## src/rtl/alu_exec_ctrl_if.sv

```systemverilog
`default_nettype none
// ============================================================================
// Module   : alu_exec_ctrl_if
// Purpose  : Instruction handshake and ALU operand/result bundle for the
//            execute-stage sequencer. master = sequencer, slave = environment.
// Revision : 1.0
// ============================================================================
interface alu_exec_ctrl_if #(
    parameter int NUM_REGS = 4
);
    localparam int RAW = $clog2(NUM_REGS);
    localparam int IW  = 13 + 3 * RAW;

    logic          instr_valid;
    logic          instr_ready;
    logic [IW-1:0] instr;
    logic [6:0]    alu_op;
    logic [7:0]    r0_data;
    logic [7:0]    r1_data;
    logic [7:0]    alu_o_data;
    logic          alu_b_pcsrc;

    modport master (
        input  instr_valid, instr, alu_o_data, alu_b_pcsrc,
        output instr_ready, alu_op, r0_data, r1_data
    );

    modport slave (
        output instr_valid, instr, alu_o_data, alu_b_pcsrc,
        input  instr_ready, alu_op, r0_data, r1_data
    );
endinterface
`default_nettype wire

```

## src/rtl/alu_exec_ctrl.sv

```systemverilog
`default_nettype none
// ============================================================================
// Module   : alu_exec_ctrl
// Purpose  : Execute-stage sequencer: IDLE -> EXEC -> WB, drives the ALU,
//            writes back or branches. Option macro: ALU_EXEC_R0_ZERO_EN.
// Revision : 1.0
// ============================================================================
module alu_exec_ctrl #(
    parameter int         NUM_REGS = 4,
    parameter logic [7:0] RESET_PC = 8'h00,
    localparam int        RAW      = $clog2(NUM_REGS)
) (
    input  wire logic           clk,
    input  wire logic           rst,
    alu_exec_ctrl_if.master     bus,
    output logic [7:0]          pc,
    output logic                retire,
    output logic                retire_branch,
    input  wire logic [RAW-1:0] dbg_addr,
    output logic [7:0]          dbg_data
);
    typedef enum logic [1:0] {
        ST_IDLE = 2'd0,
        ST_EXEC = 2'd1,
        ST_WB   = 2'd2
    } state_t;

    state_t         state_q, state_d;
    logic [6:0]     alu_op_q, alu_op_d;
    logic [7:0]     r0_data_q, r0_data_d;
    logic [7:0]     r1_data_q, r1_data_d;
    logic [RAW-1:0] rd_q, rd_d;
    logic [5:0]     br_off_q, br_off_d;
    logic [7:0]     res_q, res_d;
    logic           br_q, br_d;
    logic [7:0]     pc_q, pc_d;
    logic [7:0]     regs_q [NUM_REGS];
    logic [7:0]     regs_d [NUM_REGS];

    logic [6:0]     in_op;
    logic [RAW-1:0] in_rd, in_rs0, in_rs1;
    logic [5:0]     in_off;
    logic           wr_en;

    assign {in_op, in_rd, in_rs0, in_rs1, in_off} = bus.instr;

`ifdef ALU_EXEC_R0_ZERO_EN
    // reg[0] resets to zero and is never written, so every read of it is zero
    assign wr_en = (rd_q != '0);
`else
    assign wr_en = 1'b1;
`endif

    always_comb begin
        state_d         = state_q;
        alu_op_d        = alu_op_q;
        r0_data_d       = r0_data_q;
        r1_data_d       = r1_data_q;
        rd_d            = rd_q;
        br_off_d        = br_off_q;
        res_d           = res_q;
        br_d            = br_q;
        pc_d            = pc_q;
        regs_d          = regs_q;
        bus.instr_ready = 1'b0;
        retire          = 1'b0;
        retire_branch   = 1'b0;

        case (state_q)
            ST_IDLE: begin
                bus.instr_ready = 1'b1;
                if (bus.instr_valid) begin
                    alu_op_d  = in_op;
                    r0_data_d = regs_q[in_rs0];
                    r1_data_d = regs_q[in_rs1];
                    rd_d      = in_rd;
                    br_off_d  = in_off;
                    state_d   = ST_EXEC;
                end
            end
            ST_EXEC: begin
                res_d   = bus.alu_o_data;
                br_d    = bus.alu_b_pcsrc;
                state_d = ST_WB;
            end
            ST_WB: begin
                retire        = 1'b1;
                retire_branch = br_q;
                if (br_q) begin
                    pc_d = pc_q + {{2{br_off_q[5]}}, br_off_q};
                end else begin
                    if (wr_en) begin
                        regs_d[rd_q] = res_q;
                    end
                    pc_d = pc_q + 8'd1;
                end
                state_d = ST_IDLE;
            end
            default: state_d = ST_IDLE;
        endcase
    end

    always_ff @(posedge clk or posedge rst) begin
        if (rst) begin
            state_q   <= ST_IDLE;
            alu_op_q  <= '0;
            r0_data_q <= '0;
            r1_data_q <= '0;
            rd_q      <= '0;
            br_off_q  <= '0;
            res_q     <= '0;
            br_q      <= 1'b0;
            pc_q      <= RESET_PC;
            for (int i = 0; i < NUM_REGS; i++) begin
                regs_q[i] <= '0;
            end
        end else begin
            state_q   <= state_d;
            alu_op_q  <= alu_op_d;
            r0_data_q <= r0_data_d;
            r1_data_q <= r1_data_d;
            rd_q      <= rd_d;
            br_off_q  <= br_off_d;
            res_q     <= res_d;
            br_q      <= br_d;
            pc_q      <= pc_d;
            regs_q    <= regs_d;
        end
    end

    assign bus.alu_op  = alu_op_q;
    assign bus.r0_data = r0_data_q;
    assign bus.r1_data = r1_data_q;
    assign pc          = pc_q;
    assign dbg_data    = regs_q[dbg_addr];

endmodule
`default_nettype wire

```

## src/flat_wrapper.sv

```systemverilog
// flat-port wrapper written by rule: the top's interface ports become plain ports
module alu_exec_ctrl_flat 
#(
    parameter int         NUM_REGS = 4,
    parameter logic [7:0] RESET_PC = 8'h00,
    localparam int        RAW      = $clog2(NUM_REGS)
)
  (clk, rst, pc, retire, retire_branch, dbg_addr, dbg_data, bus_instr_valid, bus_instr, bus_alu_o_data, bus_alu_b_pcsrc, bus_instr_ready, bus_alu_op, bus_r0_data, bus_r1_data);
  alu_exec_ctrl_if #(.NUM_REGS(NUM_REGS)) bus_i ();
  input  wire logic clk;
  input  wire logic rst;
  output logic [7:0] pc;
  output logic retire;
  output logic retire_branch;
  input  wire logic [RAW-1:0] dbg_addr;
  output logic [7:0] dbg_data;
  input wire logic [$bits(bus_i.instr_valid)-1:0] bus_instr_valid;
  input wire logic [$bits(bus_i.instr)-1:0] bus_instr;
  input wire logic [$bits(bus_i.alu_o_data)-1:0] bus_alu_o_data;
  input wire logic [$bits(bus_i.alu_b_pcsrc)-1:0] bus_alu_b_pcsrc;
  output wire logic [$bits(bus_i.instr_ready)-1:0] bus_instr_ready;
  output wire logic [$bits(bus_i.alu_op)-1:0] bus_alu_op;
  output wire logic [$bits(bus_i.r0_data)-1:0] bus_r0_data;
  output wire logic [$bits(bus_i.r1_data)-1:0] bus_r1_data;
  assign bus_i.instr_valid = bus_instr_valid;
  assign bus_i.instr = bus_instr;
  assign bus_i.alu_o_data = bus_alu_o_data;
  assign bus_i.alu_b_pcsrc = bus_alu_b_pcsrc;
  assign bus_instr_ready = bus_i.instr_ready;
  assign bus_alu_op = bus_i.alu_op;
  assign bus_r0_data = bus_i.r0_data;
  assign bus_r1_data = bus_i.r1_data;
  alu_exec_ctrl #(.NUM_REGS(NUM_REGS), .RESET_PC(RESET_PC)) u_core (.clk(clk), .rst(rst), .bus(bus_i), .pc(pc), .retire(retire), .retire_branch(retire_branch), .dbg_addr(dbg_addr), .dbg_data(dbg_data));
endmodule
```

## config.mk

```make
export PLATFORM = sky130hd
export DESIGN_NAME = alu_exec_ctrl_flat
export DESIGN_NICKNAME = d
export VERILOG_FILES = /design/src/rtl/alu_exec_ctrl_if.sv /design/src/rtl/alu_exec_ctrl.sv /design/src/flat_wrapper.sv
export SDC_FILE = /design/constraint.sdc
export NUM_CORES = 1
export LEC_CHECK = 0
export CAP_MARGIN = 20
export CORE_MARGIN = 3
export CORE_UTILIZATION = 44
export DETAILED_ROUTE_END_ITERATION = 8
export GPL_ROUTABILITY_DRIVEN = 0
export MAX_ROUTING_LAYER = met4
export PLACE_DENSITY = 0.76
export SLEW_MARGIN = 20
export SYNTH_ARGS = -nofsm -noshare
export SYNTH_HDL_FRONTEND = slang
export SYNTH_SLANG_ARGS = --single-unit
```

## constraint.sdc

```tcl
create_clock -name clk -period 2.4 [get_ports clk]
set_input_delay 0.36 -clock clk [delete_from_list [all_inputs] [get_ports clk]]
set_output_delay 0.36 -clock clk [all_outputs]
set_load 0.005 [all_outputs]
```

; Word-level counts from Yosys, hierarchy flattened
; Index checks and enable logic that the tools add are counted.
[classes]
add_sub_neg = 2
n_lt_le_gt_ge = 5
eq_ne = 3
muxes = 18
n_bitwise = 5
n_reduce_logical = 4
[ops]
columns = op, count
row1 = 8-bit 2-to-1 mux, 8
row2 = 8-bit binary-select mux with 2-bit select, 3
row3 = 32-bit bitwise mux, 1
row4 = 8-bit demux with 2-bit select, 1
row5 = 3-bit greater-or-equal comparator (second input constant), 4
row6 = 2-bit NOT with 3-bit output, 4
row7 = 8-bit by 1-bit adder with 8-bit output (second input constant), 1
row8 = 8-bit adder, 1
row9 = 2-bit case mux with 2 select lines, 1
row10 = 2-bit AND reduction, 2
row11 = 3-bit by 1-bit < comparator with 1-bit output (second input constant), 1
row12 = 1-bit 2-to-1 mux, 3
row13 = 2-bit by 1-bit == test with 1-bit output (second input constant), 1
row14 = 2-bit == test (second input constant), 1
row15 = 2-bit logical NOT, 1
row16 = 2-bit 2-to-1 mux, 1
row17 = 2-bit inequality test (second input constant), 1
row18 = 1-bit logical AND, 1
row19 = 1-bit NOT, 1
[totals]
reg_bits = 82
input_bits = 33
wordCells = 50

; Longest topological paths before layout
; Gate-level depths: netlist of run 1.
[depth]
word_depth = 6
depth_mapped = 9

; Worst setup path before layout of run 1
; OpenSTA, ideal clock, no wires.
[synth_path]
kind = register -> register
start = register u_core.br_q
end = register u_core.pc_q[6] (netlist: u_core.pc[6])
setup_ns = 0.087
arrival_ns = 1.967
t_required_ns = 2.313
slack_ns = 0.346
stages_incl_launch_ff = 8
period_less_slack_ns = 2.054
path_cell_list = dfrtp_1 -> buf_2 -> and2_1 -> ha_1 -> nor2b_1 -> o31a_1 -> or4b_1 -> o211ai_1
[synth_between]
elab_chain_len = 1
[synth_lines]
columns = item, line_no
row1 = from (decl), alu_exec_ctrl.sv:35  ; logic br_q, br_d;
row2 = from (signal assigned), alu_exec_ctrl.sv:125  ; br_q <= br_d;
row3 = 8-bit 2-to-1 mux, alu_exec_ctrl.sv:89  ; if (br_q) begin
row4 = to (signal assigned), alu_exec_ctrl.sv:126  ; pc_q <= pc_d;
row5 = to (decl), alu_exec_ctrl.sv:36  ; logic [7:0] pc_q, pc_d;
; No other way between the ends.
; A chain may end at the register's enable or synchronous reset.

; Final worst setup path of run 1
[layout_path]
start = input dbg_addr[0]
end = output dbg_data[6]
[layout_between]
elab_chain_len = 4
[layout_lines]
columns = item, line_no
row1 = from (decl), flat_wrapper.sv:15  ; input wire logic [RAW-1:0] dbg_addr;
row2 = 2-bit NOT with 3-bit output (implied by the code), alu_exec_ctrl.sv:135  ; assign dbg_data = regs_q[dbg_addr];
row3 = 8-bit binary-select mux with 2-bit select, alu_exec_ctrl.sv:135
row4 = 8-bit 2-to-1 mux (implied by the code) (2 in a row), alu_exec_ctrl.sv:135
row5 = to (decl), flat_wrapper.sv:16  ; output logic [7:0] dbg_data;
; No other way between the ends. The select of a mux whose other input is x is not followed.

==> out/metrics.yaml, run 1 <==
status: "completed"
dr_total_vias: 2655
period_share: 0.986
avgRoutedWirePerCell_um: 18.3
synth-edff-count: 0
cts_tree: "built"
synthTopCellsByCount: "dfrtp_1, mux2_2, mux4_2, nand2_1"
dieArea_um2: 10400
syn-num-nets: 315
skew_ns: 0.0140
cts_buffers: 9
crit_required_ns: 2.04
synth_cells: 276
grt_first_pass_wirelength_mm: 14.1
powerDensity_nw_per_um2: 1100
slowest_stage: "mux4_2"
rsz0062_at_grt: "no"
port_buffers: 74
start_kind: "input port"
yosysWarnings: 0
relSlewSlack: 0.644
synth.distinct_cells: 36
ff2ff_path_depth: 8
multi_input_area_um2: 1900
cp_common_cell: "clkdlybuf4s50_1"
r2r_end: "u_core.pc[6]"
hpwl_mm: 6.06
htreeDepth: 3
drt-pass1-iter-count: 4
ant_nets: 0
yosys-top-cells-area: "dfrtp_1, mux2_2, mux4_2"
dp_slack_ns: 0.0252
slowest_delay_ns: 0.51
timing.max_cap.violations: 0
hold_violations: 0
async_flop_share: 1.00
slew_viol_final: 0
critical_path_class: "input port to output port"
clock_path_buffers: 2
tightest_slew_ns: 0.532
post_cts_buffers: 0
wl_mm: 8.66
syn2layout_area_growth_pct: 29.1
crit_buf_inv: 3
critPathArrivalTime_ns: 2.01
row_count: 34
grt.total_usage: 0.184
clk_latency_ns: 0.34
grt_pass1_vias: 2774
synth_seq_cells: 82
register_area_um2: 2050
yosysSeqAreaShare: 0.507
num-fill-cells: 728
grt_max_degree: 67
cp_cell_sequence: "clkdlybuf4s50_1 > buf_12 > mux4_2 > clkdlybuf4s50_1"
start_util: 0.459
reg2reg_setup_slack_ns: 0.29
drtIter0Drc: 105
layout-drive-gt1-share: 0.360
antenna_found_initial: 0
synth_top_area_cell: "dfrtp_1"
nets: 398
tns_ns: 0
path_max_fanout: 8
finish.utilization: 0.593
finalCriticalPeriod_ns: 2.37
core-area_um2: 8810
cts_sinks: 82
r2r_start: "u_core.br_q"
dieWidth_um: 102
die_h_um: 102
timing.critical_path.to_type: "output port"
synth_ff_type: "dfrtp_1"
vias_per_cell: 5.63
netlist_area_um2: 4050
clk_pin_slew_ns: 0.08
vdd_drop_max_v: 0.000613
syn_avg_cell_area_um2: 14.7
fmax_ghz: 0.423
pin_count: 75
fin_ws_ns: 0.0341
yosysTopAreaCellShare: 0.507
grt-ovfl-total: 0
cts-root-buf: "clkbuf_8"
setup_violations: 0
drc_errors: 0
yosysMostFrequentCell: "dfrtp_1"
holdCritPathClass: "input port to asynchronous set/reset pin"
p_leak_nw: 2.18
antenna_cells: 0
critPathTopFamily: "buffers and inverters"
-- sequential cells by signal, indices dropped and copies added (netlist names) --
register            flops
u_core.bus.alu_op       7
u_core.bus.r0_data      8
u_core.pc               8
u_core.res_q            8
u_core.br_q             1
u_core.br_off_q         6
u_core.regs_q          32
u_core.bus.r1_data      8
u_core.state_q          2
u_core.rd_q             2
-- logic make-up after synthesis --
kind of cell / count (synthesis) / synth area share
multiplexers: 98 / 0.339
flip-flops: 82 / 0.507
AND/OR/NAND/NOR: 44 / 0.0687
AO/OA/AOI/OAI: 24 / 0.0399
buffers and inverters: 22 / 0.0247
adder cells (fa/ha/maj): 6 / 0.0204
-- layout by cell type (no fill, tap or decap), types with 2 or more instances in the layout --
master / Yosys / final
clkinvlp_4: 0 / 2
a211oi_1: 2 / 2
a21oi_1: 3 / 3
dfrtp_1: 82 / 82
nor2_1: 5 / 5
mux4_2: 24 / 24
or3_1: 2 / 2
inv_1: 5 / 4
ha_1: 5 / 5
mux2_2: 72 / 72
clkdlybuf4s50_1: 0 / 73
clkinv_4: 0 / 3
nand3_1: 3 / 3
mux2i_1: 2 / 2
o21ai_0: 5 / 5
buf_4: 0 / 11
nand3b_1: 2 / 2
clkbuf_8: 0 / 9
o31ai_1: 2 / 2
nor2b_1: 3 / 3
bufinv_16: 0 / 2
or4_1: 4 / 4
buf_12: 0 / 3
and2_1: 5 / 5
o211ai_1: 8 / 8
nand2_1: 11 / 11
-- worst max path at each step --
stage / startpoint / endpoint / slack (ns) / depth (start not counted)
floorplan: u_core.br_q / u_core.pc[6] / 0.35 / 7
global placement: dbg_addr[0] / dbg_data[7] / 0.03 / 4
detailed placement: dbg_addr[0] / dbg_data[7] / 0.03 / 4
CTS: dbg_addr[0] / dbg_data[7] / 0.03 / 4
global route: dbg_addr[0] / dbg_data[6] / 0.001 / 4
finish: dbg_addr[0] / dbg_data[6] / 0.03 / 4
-- through the flow --
stage,std cells,total power [mW],instance area [um2],hold slack [ns]
global route,472,6.14,5220,0.374
detailed placement,456,4.68,4990,0.495
CTS,472,5.81,5220,0.358
global placement,456,4.59,4990,0.484
floorplan,276,3.65,4050,0.472
finish,472,5.75,5220,0.359
-- power by group --
group          switching [mW]  total (mW)  internal, mW
Clock                   0.516        1.11         0.595
Sequential              0.498        2.45          1.95
Combinational           0.719        2.19          1.47
-- what timing repair did --
item | CTS | global route
hold buffers | 0 | 0
endpoints found under the setup margin | 0 | 3
gates resized for setup | 0 | 2
-- area by class of cell --
| class | count | area share |
|---|---|---|
| clock inverter | 7 | 0.0197 |
| timing repair buffer | 88 | 0.170 |
| clock buffer | 9 | 0.0237 |
| sequential | 82 | 0.393 |
| tap | 108 | 0.0259 |
| multi-input combinational | 172 | 0.363 |
| inverter | 6 | 0.00503 |
-- worst register-to-register path: stages (launching register included) --
cell      delay [ns]
dfrtp_1         0.43
nand2b_1        0.10
ha_1            0.19
inv_1           0.06
fa_1            0.39
nor2b_1         0.21
o31a_1          0.25
mux2i_1         0.21
o211ai_1        0.13
-- routing by layer --
layer / vias up / track usage / routed length, um
li1: 1210 / - / -
met1: 1355 / 0.245 / 3900
met2: 84 / 0.297 / 4270
met3: 6 / 0.0369 / 438
met4: 0 / 0.0394 / 53
met5: - / - / 0
(Power assumes the default switching activity.)
==> inputs of run 2 (changes only) <==
--- a/config.mk
+++ b/config.mk
@@ -10,9 +10,10 @@
 export CORE_UTILIZATION = 44
 export DETAILED_ROUTE_END_ITERATION = 8
 export GPL_ROUTABILITY_DRIVEN = 0
+export HOLD_SLACK_MARGIN = 0.02
 export MAX_ROUTING_LAYER = met4
 export PLACE_DENSITY = 0.76
-export SLEW_MARGIN = 20
+export SLEW_MARGIN = 0
 export SYNTH_ARGS = -nofsm -noshare
 export SYNTH_HDL_FRONTEND = slang
 export SYNTH_SLANG_ARGS = --single-unit
==> results of run 2 <==
Same layout as run 1: the final DEF is identical, and so are final timing and power.
==> inputs of run 3 (changes only) <==
--- a/config.mk
+++ b/config.mk
@@ -8,6 +8,7 @@
 export CAP_MARGIN = 20
 export CORE_MARGIN = 3
 export CORE_UTILIZATION = 44
+export CTS_BUF_LIST = sky130_fd_sc_hd__clkbuf_4
 export DETAILED_ROUTE_END_ITERATION = 8
 export GPL_ROUTABILITY_DRIVEN = 0
 export HOLD_SLACK_MARGIN = 0.02
==> out/metrics.yaml, run 3 (synthesized netlist as in run 1, its figures left out) <==
grt_max_degree: 67  # unchanged
wl_mm: 8.71  # +0.60%
period_share: 0.984  # -0.00142
largest_reg_flops: 32  # unchanged
slew_viol_final: 0  # unchanged
final_area_um2: 5160  # -1.1%
dpl.cell_count: 456  # unchanged
postPlaceCellArea_um2: 4990  # unchanged
path_max_fanout: 8  # unchanged
critPathArrivalTime_ns: 2.00  # about the same
clk_pin_slew_ns: 0.14  # +0.06 ns
final_cells: 472  # unchanged
r2r_end: "u_core.pc[6]"
port_buffers: 74  # unchanged
cts_tree: "built"
cts-root-buf: "clkbuf_4"
pin_count: 75  # unchanged
cts_buffers: 9  # unchanged
vias_per_cell: 5.59  # -0.68%
skew_ns: 0.0251  # +0.0111 ns
grt.total_usage: 0.184  # +0.000356
setup_violations: 0  # unchanged
holdCritPathClass: "input port to asynchronous set/reset pin"
antenna_found_initial: 0  # unchanged
p_leak_nw: 2.15  # -1.1%
avgRoutedWirePerCell_um: 18.5  # +0.60%
powerDensity_nw_per_um2: 1080  # -2.1%
reg2reg_setup_slack_ns: 0.28  # about the same
ff2ff_path_depth: 8  # unchanged
layout-drive-gt1-share: 0.360  # unchanged
swShare: 0.308  # +0.00713
tns_ns: 0  # unchanged
timing.max_cap.violations: 0  # unchanged
nets: 398  # unchanged
antenna_cells: 0  # unchanged
core-area_um2: 8810  # unchanged
r2r_start: "u_core.br_q"
drt-pass1-iter-count: 5  # +1
start_kind: "input port"
row_count: 34  # unchanged
mostFrequentLayoutCells: "dfrtp_1, clkdlybuf4s50_1, mux2_2"
clk_latency_ns: 0.43  # +0.09 ns
clock_path_buffers: 2  # unchanged
die_h_um: 102  # unchanged
dieArea_um2: 10400  # unchanged
crit_required_ns: 2.04  # about the same
hold_violations: 0  # unchanged
fmax_ghz: 0.423  # +0.14%
dr_total_vias: 2637  # -0.68%
timing.critical_path.to_type: "output port"
regMostFlops: "u_core.regs_q"
htreeDepth: 3  # unchanged
grt_pass1_vias: 2751  # -0.83%
power_frac_clock: 0.168  # -0.025
critical_path_class: "input port to output port"
dieWidth_um: 102  # unchanged
cts_sinks: 82  # unchanged
relSlewSlack: 0.639  # -0.00563
grt-ovfl-total: 0  # unchanged
start_util: 0.459  # unchanged
finalCriticalPeriod_ns: 2.36  # -0.00340 ns
p_seq_frac: 0.440  # +0.014
status: "completed"
drtIter0Drc: 145  # +38%
tightest_slew_ns: 0.541  # +0.00842 ns
combPwrFrac: 0.393  # +0.012
vdd_drop_max_v: 0.000650  # +6.1%
rsz0062_at_grt: "no"
p_int_mw: 3.85  # -4.2%
grt_first_pass_wirelength_mm: 14.0  # -0.68%
final_common_cell: "dfrtp_1"
power_mw: 5.57  # -3.2%
hpwl_mm: 6.06  # unchanged
drc_errors: 0  # unchanged
syn2layout_area_growth_pct: 27.7
p_switching_mw: 1.72  # -0.91%
ant_nets: 0  # unchanged
==> run 3: area by class of cell <==
cell class / instances / area [um2]
Timing Repair Buffer: 88 / 886
Multi-Input combinational cell: 172 / 1900
Inverter: 6 / 26.3
Fill cell: 731 / 3640
Sequential cell: 82 / 2050
Clock inverter: 7 / 103
Tap cell: 108 / 135
Clock buffer: 9 / 67.6
==> run 3: worst max path at each step <==
| stage | from | endpoint | slack [ns] | cells after the start |
|---|---|---|---|---|
| finish | dbg_addr[0] | dbg_data[6] | 0.04 | 4 |
| global placement | dbg_addr[0] | dbg_data[7] | 0.03 | 4 |
| detailed placement | dbg_addr[0] | dbg_data[7] | 0.03 | 4 |
| global route | dbg_addr[0] | dbg_data[6] | 0.002 | 4 |
| CTS | dbg_addr[0] | dbg_data[7] | 0.03 | 4 |
| floorplan | u_core.br_q | u_core.pc[6] | 0.35 | 7 |
==> run 3: power by group through the flow <==
stage / clock [mW] / combinational (mW) / sequential, mW
6_report: 0.933 / 2.19 / 2.45
5_1_grt: 1.02 / 2.39 / 2.54
4_1_cts: 0.956 / 2.22 / 2.44
3_5_place_dp: 0 / 2.20 / 2.48
3_3_place_gp: 0 / 2.15 / 2.44
2_1_floorplan: 0 / 1.31 / 2.33
==> run 3: repair_timing <==
item,CTS,global route
resized for setup,1,1
setup buffers,0,0
pin swaps,0,0
endpoints found under the setup margin,1,1
hold buffers,0,0
==> run 3: worst max-delay path, stage by stage <==
cell and delay [ns]:
clkdlybuf4s50_1 0.50, buf_12 0.16, mux4_2 0.51, clkdlybuf4s50_1 0.47
==> run 3: per-stage QoR <==
step / utilization / hold WS, ns / setup slack, ns
4_1_cts: 0.586 / 0.261 / 0.0292
6_report: 0.587 / 0.264 / 0.0375
5_1_grt: 0.587 / 0.269 / 0.00233
3_5_place_dp: 0.567 / 0.495 / 0.0252
3_3_place_gp: 0.567 / 0.484 / 0.0315
2_1_floorplan: - / 0.472 / 0.346
==> run 3: per-layer routing <==
metal / track usage / share of wire / routed length (um) / up-vias
li1: - / - / - / 1209
met1: 0.243 / 0.46 / 3970 / 1350
met2: 0.295 / 0.49 / 4290 / 71
met3: 0.0287 / 0.042 / 369 / 7
met4: 0.0605 / 0.0095 / 83 / 0
met5: - / 0 / 0 / -
